<file path="src/rtl/uart_tx_stream.sv">
// uart_tx_stream: FIFO-buffered UART transmitter (start, data LSB first, optional parity, stop); tx idles high.
// Latency: a byte pushed into an empty idle FIFO at edge N pops at N+1 and tx falls after N+1; tx is registered.
// Backpressure: in_ready drops while the FIFO is full; UART_TX_GAP_EN adds GAP_BITS idle bit periods between frames.
module uart_tx_stream #(
  parameter int CLKS_PER_BIT = 868,
  parameter int DATA_BITS    = 8,
  parameter int PARITY       = 0,
  parameter int STOP_BITS    = 1,
  parameter int FIFO_DEPTH   = 16
`ifdef UART_TX_GAP_EN
  ,
  parameter int GAP_BITS     = 1
`endif
) (
  input  logic                          clk,
  input  logic                          reset,
  input  logic                          in_valid,
  output logic                          in_ready,
  input  logic [DATA_BITS-1:0]          in_data,
  output logic                          tx,
  output logic                          busy,
  output logic [$clog2(FIFO_DEPTH):0]   level
);

  localparam int AW = $clog2(FIFO_DEPTH);
  localparam int LW = AW + 1;
  localparam int CW = $clog2(CLKS_PER_BIT);
  localparam logic [CW-1:0] CNT_MAX   = CW'(CLKS_PER_BIT - 1);
  localparam logic [LW-1:0] LVL_FULL  = LW'(FIFO_DEPTH);
  localparam logic [3:0]    DATA_LAST = 4'(DATA_BITS - 1);
  localparam logic [3:0]    STOP_LAST = 4'(STOP_BITS - 1);

  typedef enum logic [2:0] {S_IDLE, S_START, S_DATA, S_PARITY, S_STOP} state_t;

  logic [DATA_BITS-1:0] mem [FIFO_DEPTH];
  logic [AW-1:0]        wr_ptr, rd_ptr;
  logic                 push, pop;

  state_t               state, state_nxt;
  logic [CW-1:0]        cnt, cnt_nxt;
  logic [3:0]           bit_idx, bit_idx_nxt;
  logic [DATA_BITS-1:0] shift, shift_nxt;
  logic                 par_bit, par_nxt;
  logic                 tx_nxt;
  logic                 tick;
  logic                 gap_ok;

  assign in_ready = (level != LVL_FULL);
  assign push     = in_valid && in_ready;
  assign busy     = (state != S_IDLE) || (level != '0);
  assign tick     = (cnt == CNT_MAX);

  always_ff @(posedge clk) begin
    if (reset) begin
      wr_ptr <= '0;
      rd_ptr <= '0;
      level  <= '0;
    end else begin
      if (push) wr_ptr <= wr_ptr + 1'b1;
      if (pop)  rd_ptr <= rd_ptr + 1'b1;
      if (push && !pop)      level <= level + 1'b1;
      else if (pop && !push) level <= level - 1'b1;
    end
  end

  // Storage needs no reset: pointers and level define what is valid.
  always_ff @(posedge clk) begin
    if (push) mem[wr_ptr] <= in_data;
  end

`ifdef UART_TX_GAP_EN
  localparam int GAP_CYCLES = GAP_BITS * CLKS_PER_BIT;
  localparam int GW = $clog2(GAP_CYCLES + 1);
  logic [GW-1:0] gap_cnt;

  // Loaded on STOP->IDLE so IDLE lasts GAP_CYCLES cycles; zero after reset so the first frame is not delayed.
  always_ff @(posedge clk) begin
    if (reset) begin
      gap_cnt <= '0;
    end else if (state == S_STOP && state_nxt == S_IDLE) begin
      gap_cnt <= GW'(GAP_CYCLES - 1);
    end else if (state == S_IDLE && gap_cnt != '0) begin
      gap_cnt <= gap_cnt - 1'b1;
    end
  end
  assign gap_ok = (gap_cnt == '0);
`else
  assign gap_ok = 1'b1;
`endif

  always_comb begin
    state_nxt   = state;
    cnt_nxt     = cnt;
    bit_idx_nxt = bit_idx;
    shift_nxt   = shift;
    par_nxt     = par_bit;
    pop         = 1'b0;
    tx_nxt      = 1'b1;
    if (state != S_IDLE) cnt_nxt = tick ? '0 : cnt + 1'b1;
    case (state)
      S_IDLE: begin
        if (level != '0 && gap_ok) begin
          pop         = 1'b1;
          shift_nxt   = mem[rd_ptr];
          par_nxt     = (PARITY == 1) ? ~^mem[rd_ptr] : ^mem[rd_ptr];
          cnt_nxt     = '0;
          bit_idx_nxt = '0;
          state_nxt   = S_START;
        end
      end
      S_START: if (tick) state_nxt = S_DATA;
      S_DATA: begin
        if (tick) begin
          shift_nxt = shift >> 1;
          if (bit_idx == DATA_LAST) begin
            bit_idx_nxt = '0;
            state_nxt   = (PARITY != 0) ? S_PARITY : S_STOP;
          end else begin
            bit_idx_nxt = bit_idx + 1'b1;
          end
        end
      end
      S_PARITY: if (tick) state_nxt = S_STOP;
      S_STOP: begin
        if (tick) begin
          if (bit_idx == STOP_LAST) begin
            bit_idx_nxt = '0;
            state_nxt   = S_IDLE;
          end else begin
            bit_idx_nxt = bit_idx + 1'b1;
          end
        end
      end
      default: state_nxt = S_IDLE;
    endcase
    // tx is derived from the next state so the line register changes on the transition edge.
    case (state_nxt)
      S_START:  tx_nxt = 1'b0;
      S_DATA:   tx_nxt = shift_nxt[0];
      S_PARITY: tx_nxt = par_nxt;
      default:  tx_nxt = 1'b1;
    endcase
  end

  always_ff @(posedge clk) begin
    if (reset) begin
      state   <= S_IDLE;
      cnt     <= '0;
      bit_idx <= '0;
      shift   <= '0;
      par_bit <= 1'b0;
      tx      <= 1'b1;
    end else begin
      state   <= state_nxt;
      cnt     <= cnt_nxt;
      bit_idx <= bit_idx_nxt;
      shift   <= shift_nxt;
      par_bit <= par_nxt;
      tx      <= tx_nxt;
    end
  end

endmodule

</file>
<file path="config.mk">
export PLATFORM = sky130hd
export DESIGN_NAME = uart_tx_stream
export DESIGN_NICKNAME = d
export VERILOG_FILES = /design/src/rtl/uart_tx_stream.sv
export SDC_FILE = /design/constraint.sdc
export NUM_CORES = 1
export LEC_CHECK = 0
export BUFFER_PORTS_ARGS = -buffer_cell sky130_fd_sc_hd__buf_2
export CAP_MARGIN = 10
export CORE_MARGIN = 2
export CORE_UTILIZATION = 40
export CTS_CLUSTER_DIAMETER = 200
export DETAILED_ROUTE_END_ITERATION = 10
export PLACE_DENSITY = 0.58
export SKIP_CTS_REPAIR_TIMING = 1
export SLEW_MARGIN = 20
export SYNTH_ARGS = -nofsm -noshare
export SYNTH_HDL_FRONTEND = slang
export SYNTH_SLANG_ARGS = --single-unit
</file>
<file path="constraint.sdc">
create_clock -name clk -period 5.1 [get_ports clk]
set_clock_uncertainty 0.2 [all_clocks]
set_input_delay 0.765 -clock clk [delete_from_list [all_inputs] [get_ports clk]]
set_output_delay 0.765 -clock clk [all_outputs]
set_load 0.005 [all_outputs]
</file>
# After elaboration in Yosys (flattened, before gate mapping)
# Memory sizes are Yosys's and may differ from the RTL's. A register that Yosys moved wholly into a read port is not among the register bits.
# Index checks and enable logic that the tools add are counted.
[word_totals]
reg_bits = 40
mem_bits_rw = 128
inputBits = 11
out_inout_bits = 8
elab_cells = 78
mem_count = 1
[mem_list]
columns = ["memory", "words", "width", "read_ports", "rd_clocked_by_memory_dff", "wr", "line_no", "rtl"]
rows = [
  ["mem", 16, 8, 1, 1, 1, "35", "logic [DATA_BITS-1:0] mem [FIFO_DEPTH];"],
]
[classes]
add_sub_neg = 6
n_eq_ne = 13
muxes = 32
reduce_logical = 16
[op_table]
columns = ["op", "count"]
rows = [
  ["10-bit 2-to-1 mux", 4],
  ["4-bit 2-to-1 mux", 7],
  ["3-bit 2-to-1 mux", 7],
  ["8-bit 2-to-1 mux", 2],
  ["8-bit case mux with 2 select lines", 1],
  ["3-bit case mux with 5 select lines", 1],
  ["4-bit by 1-bit adder with 4-bit output (second input constant)", 3],
  ["3-bit by 2-bit == test with 1-bit output (second input constant)", 4],
  ["4-bit case mux with 3 select lines", 1],
  ["10-bit by 1-bit adder with 10-bit output (second input constant)", 1],
  ["10-bit == test (second input constant)", 1],
  ["5-bit 2-to-1 mux", 2],
  ["8-bit parity", 1],
  ["3-bit by 1-bit == test with 1-bit output (second input constant)", 2],
  ["1-bit 2-to-1 mux", 6],
  ["2-bit != test (second input constant)", 3],
  ["3-bit nonzero test", 2],
  ["5-bit by 1-bit adder with 5-bit output (second input constant)", 1],
  ["5-bit != test (second input constant)", 1],
  ["5-bit nonzero test", 1],
  ["5-bit by 1-bit subtractor with 5-bit output (second input constant)", 1],
  ["4-bit by 3-bit == test with 1-bit output (second input constant)", 1],
  ["4-bit logical NOT", 1],
  ["4-bit AND reduction", 1],
  ["8 further kinds", 12],
]

# Longest topological paths before layout
[logic_depth]
word_depth = 6
mapped_depth = 14
depth_no_buf = 13

# Worst setup path after synthesis
# Ideal clock, no wire load.
[synth_timing]
path_type = "register to register"
startpoint = "reg level[0]"
endpoint = "reg level[4]"
setup_ns = 0.070
arrival_ns = 2.637
required_ns = 4.830
setup_slack_ns = 2.192
path_stages_with_launch = 13
path_buffers = 1
synth_period_minus_slack_ns = 2.908
path_cell_list = "dfxtp_1 nor4_1 nand2_1 and2_1 clkbuf_1 ha_1 inv_1 ha_1 a21o_1 a21oi_1 xnor2_1 or3_1 a21oi_1"
[synth_via]
word_cells_on_any_way = 14
cone_classes = "add/sub (2); eq/ne (1); mux (4); reduce/logical (7)"
[synth_lines]
columns = ["item", "line_no", "rtl"]
rows = [
  ["from (decl)", "22", "output logic [$clog2(FIFO_DEPTH):0] level"],
  ["from (signal assigned)", "61", "if (push && !pop) level <= level + 1'b1;"],
  ["from (signal assigned)", "62", "else if (pop && !push) level <= level - 1'b1;"],
  ["5-bit != test *", "48", "assign in_ready = (level != LVL_FULL);"],
  ["net in_ready", "18", "output logic in_ready,"],
  ["1-bit logical AND *", "49", "assign push = in_valid && in_ready;"],
  ["net push", "37", "logic push, pop;"],
  ["1-bit logical NOT", "62", ""],
  ["1-bit logical AND", "62", ""],
  ["2-bit nonzero test (no source line)", "--", ""],
]
# The timed path passes the listed nets; every way through them passes the cells marked *. The select of a mux whose other input is x is not followed.
# A chain may end at the register's enable or synchronous reset.

# Final worst setup path
[layout_timing]
startpoint = "reg state[0]"
endpoint = "reg level[4]"
[layout_via]
elab_chain_len = 5
word_cells_on_any_way = 7
cone_classes = "mux (2); reduce/logical (5)"
[layout_lines]
columns = ["item", "line_no", "rtl"]
rows = [
  ["from (decl)", "39", "state_t state, state_nxt;"],
  ["from (signal assigned)", "154", "state <= state_nxt;"],
  ["3-bit logical NOT *", "100", "case (state)"],
  ["1-bit 2-to-1 mux *", "100", ""],
  ["1-bit logical NOT", "61", ""],
  ["1-bit logical AND", "61", ""],
  ["5-bit 2-to-1 mux / 2-bit nonzero test (equally long branches)", "--", ""],
]
# Mark *: on every way between the ends. The rest lies on a longest branch, timed or not.

==> results.json <==
{
  "outcome": "complete, no violations",
  "max_slew_margin_pct": 34.8,
  "cp.required_ns": 5.25,
  "finalCritPeriodShare_pct": 71.9,
  "powerDensity_nw_per_um2": 497,
  "grt_pass1_vias": 4017,
  "cp-end-kind": "register",
  "slowest_delay_ns": 0.78,
  "r2r-start": "state[0]$_SDFF_PP0_",
  "tightest_slew_ns": 0.974,
  "wire_per_inst_um": 19.3,
  "final_cell_mix": "edfxtp_1 (128), nor2_1 (55), dfxtp_1 (43)",
  "critPathKind": "register to register",
  "layout-drive-gt1-share_pct": 18.7,
  "grt_pass1_wl_mm": 22.2,
  "path_cells": "nor2_1 > nand2_1 > nor2_1 > inv_1 > ha_1 > inv_1 > ha_1 > a21o_1 > a21oi_1 > xnor2_1 > or3_1 > a21oi_1",
  "cts_max_path_buffers": 2,
  "antenna_found_initial": 0,
  "grt.overflow.total": 0,
  "area_growth_pct": 12.3,
  "antenna_cells": 0,
  "grt_start_max_net_pins": 41,
  "clockRootBuffer": "clkbuf_16",
  "wirelength_mm": 14.2,
  "ys.flop_type": "edfxtp_1",
  "cts_max_level": 4,
  "place_inst": 702,
  "clock-sinks": 172,
  "total_power_w": 0.00394,
  "hp-class": "register to register",
  "path_delay_family": "simple AND/OR/NAND/NOR gates",
  "final_design_area_no_fill_sq_um": 7930,
  "async_reset_ff_share_pct": 0,
  "worst-path-buf-inv": 2,
  "routabilityCongestion": 0.779,
  "synthDistinctLibCells": 52,
  "ys_ff_latch": 172,
  "fin_nets": 520,
  "critPathMaxFanout": 16,
  "cts_tree": "done",
  "grt_usage_pct": 16.4,
  "p_leak_nw": 2.63,
  "row_count": 48,
  "start_util_pct": 40.9,
  "setup_viol": 0,
  "ys_seq_area_share_pct": 66.9,
  "hold_start": "cnt[9]$_SDFF_PP0_",
  "insertion_delay_ns": 0.43,
  "syn_area_sq_um": 7070,
  "syn_inst": 475,
  "cts_buffers": 17,
  "drtAntennaViolNets": 0,
  "final_common_cell": "edfxtp_1",
  "cp_num_cells": 12,
  "min_path_cells": 1,
  "postLayoutCoreUtil_pct": 45.9,
  "hold_viol": 0,
  "grt_setup_unrepaired": "no",
  "io_pins": 19,
  "cap_violations": 0,
  "dpl_cell_area_sq_um": 7370,
  "fin_cells": 734,
  "clock.fmax_mhz": 273,
  "final_max_slew_viol_count": 0,
  "cp_data_arrival_time_ns": 3.82,
  "crit_path_start_kind": "register",
  "r2r_cells": 12,
  "die_y_um": 137,
  "die-area_sq_um": 18700,
  "fin_crit_ns": 3.67,
  "cp_slowest_cell": "nor2_1",
  "irDropWorstVdd_v": 0.000342,
  "setup-tns-final_ns": 0,
  "core_area_sq_um": 17300,
  "clk_pin_slew_worst_paths_ns": 0.07,
  "drt_iter0_drc": 248,
  "vias_per_cell": 5.42,
  "whs_endpoint": "cnt[9]$_SDFF_PP0_",
  "drt_first_pass_iters": 5,
  "reg2reg_slack_ns": 1.43,
  "dp_hpwl_mm": 9.11,
  "via_count": 3979,
  "route.detailed.drc": 0,
  "die_w_um": 137,
  "r2r_end": "level[4]$_SDFFE_PP0P_",
  "synth_warnings": 0,
  "port_buffers": 18,
  "syn_avg_cell_area_sq_um": 14.9,
  "syn_nets": 499,
  "synth_edf_count": 128
}
-- state kept, by name, indices dropped and copies added, names as in the netlist, named ones only --
| signal | cells |
|---|---|
| cnt | 10 |
| tx | 1 |
| bit_idx | 4 |
| wr_ptr | 4 |
| par_bit | 1 |
| shift | 8 |
| level | 5 |
| rd_ptr | 4 |
| mem | 128 |
| state | 3 |
-- Yosys cell counts (all sizes together), types with 4 or more instances --
library cell / n / area [sq um]
o21ai: 10 / 50.0
and3: 4 / 27.5
inv: 12 / 45.0
nand3: 4 / 20.0
xor2: 8 / 70.1
nor2: 55 / 206
nand2: 30 / 113
clkbuf: 7 / 26.3
a21oi: 26 / 130
mux4: 32 / 721
nor3b: 5 / 37.5
buf: 14 / 80.1
a22oi: 23 / 173
dfxtp: 44 / 881
nor3: 8 / 51.3
edfxtp: 128 / 3840
ha: 12 / 150
xnor2: 10 / 87.6
-- how the worst max path moves through the flow --
| stage | from | endpoint | slack, ns |
|---|---|---|---|
| after floorplan | level[0]$_SDFFE_PP0P_ | level[4]$_SDFFE_PP0P_ | 2.19 |
| after detailed placement | state[0]$_SDFF_PP0_ | level[4]$_SDFFE_PP0P_ | 1.48 |
| final | state[0]$_SDFF_PP0_ | level[4]$_SDFFE_PP0P_ | 1.43 |
| after global routing | state[0]$_SDFF_PP0_ | level[4]$_SDFFE_PP0P_ | 1.10 |
| after CTS | state[0]$_SDFF_PP0_ | level[4]$_SDFFE_PP0P_ | 1.45 |
| after global placement | state[0]$_SDFF_PP0_ | level[4]$_SDFFE_PP0P_ | 1.64 |
-- power by group --
| part | total [W] | internal (W) | leakage, nW | switching [W] |
|---|---|---|---|---|
| logic | 0.00103 | 0.000463 | 0.849 | 0.000568 |
| registers | 0.00168 | 0.00160 | 1.52 | 0.0000751 |
| clock network | 0.00124 | 0.000686 | 0.266 | 0.000551 |
| total | 0.00394 | 0.00275 | 2.63 | 0.00119 |
-- kinds of logic (layout without fill, tap and decap cells) --
family                   Yosys count  count (layout)  synth area share, %
AO/OA/AOI/OAI                     75              75                 7.01
buffers and inverters             35              69                 2.34
AND/OR/NAND/NOR                  128             128                 8.68
multiplexers                      34              34                 10.5
adder cells (fa/ha/maj)           13              13                 2.41
XOR/XNOR                          18              18                 2.23
flip-flops                       172             172                 66.9
-- per-layer routing --
metal,GRT usage [%],routed length [um],up-vias
met3,4.63,615,24
li1,-,-,1856
met1,21.0,6210,2001
met4,5.78,213,0
met2,26.9,7150,98
met5,0,0,-
-- stage by stage --
stage / hold WS, ns / setup slack, ns
finish: 0.282 / 1.43
global route: 0.321 / 1.10
CTS: 0.287 / 1.45
detailed placement: 0.271 / 1.48
global placement: 0.265 / 1.64
floorplan: 0.248 / 2.19
-- final cells by class --
cell class	instances	area, sq um
clock buffers	20	437
clock inverters	12	128
fillers	1526	9360
inverters	13	48.8
multi-input cells	268	2180
flip-flops and latches	172	4730
well taps	225	282
repair buffers	24	135
Note: power is estimated with default switching activity, not from simulation.
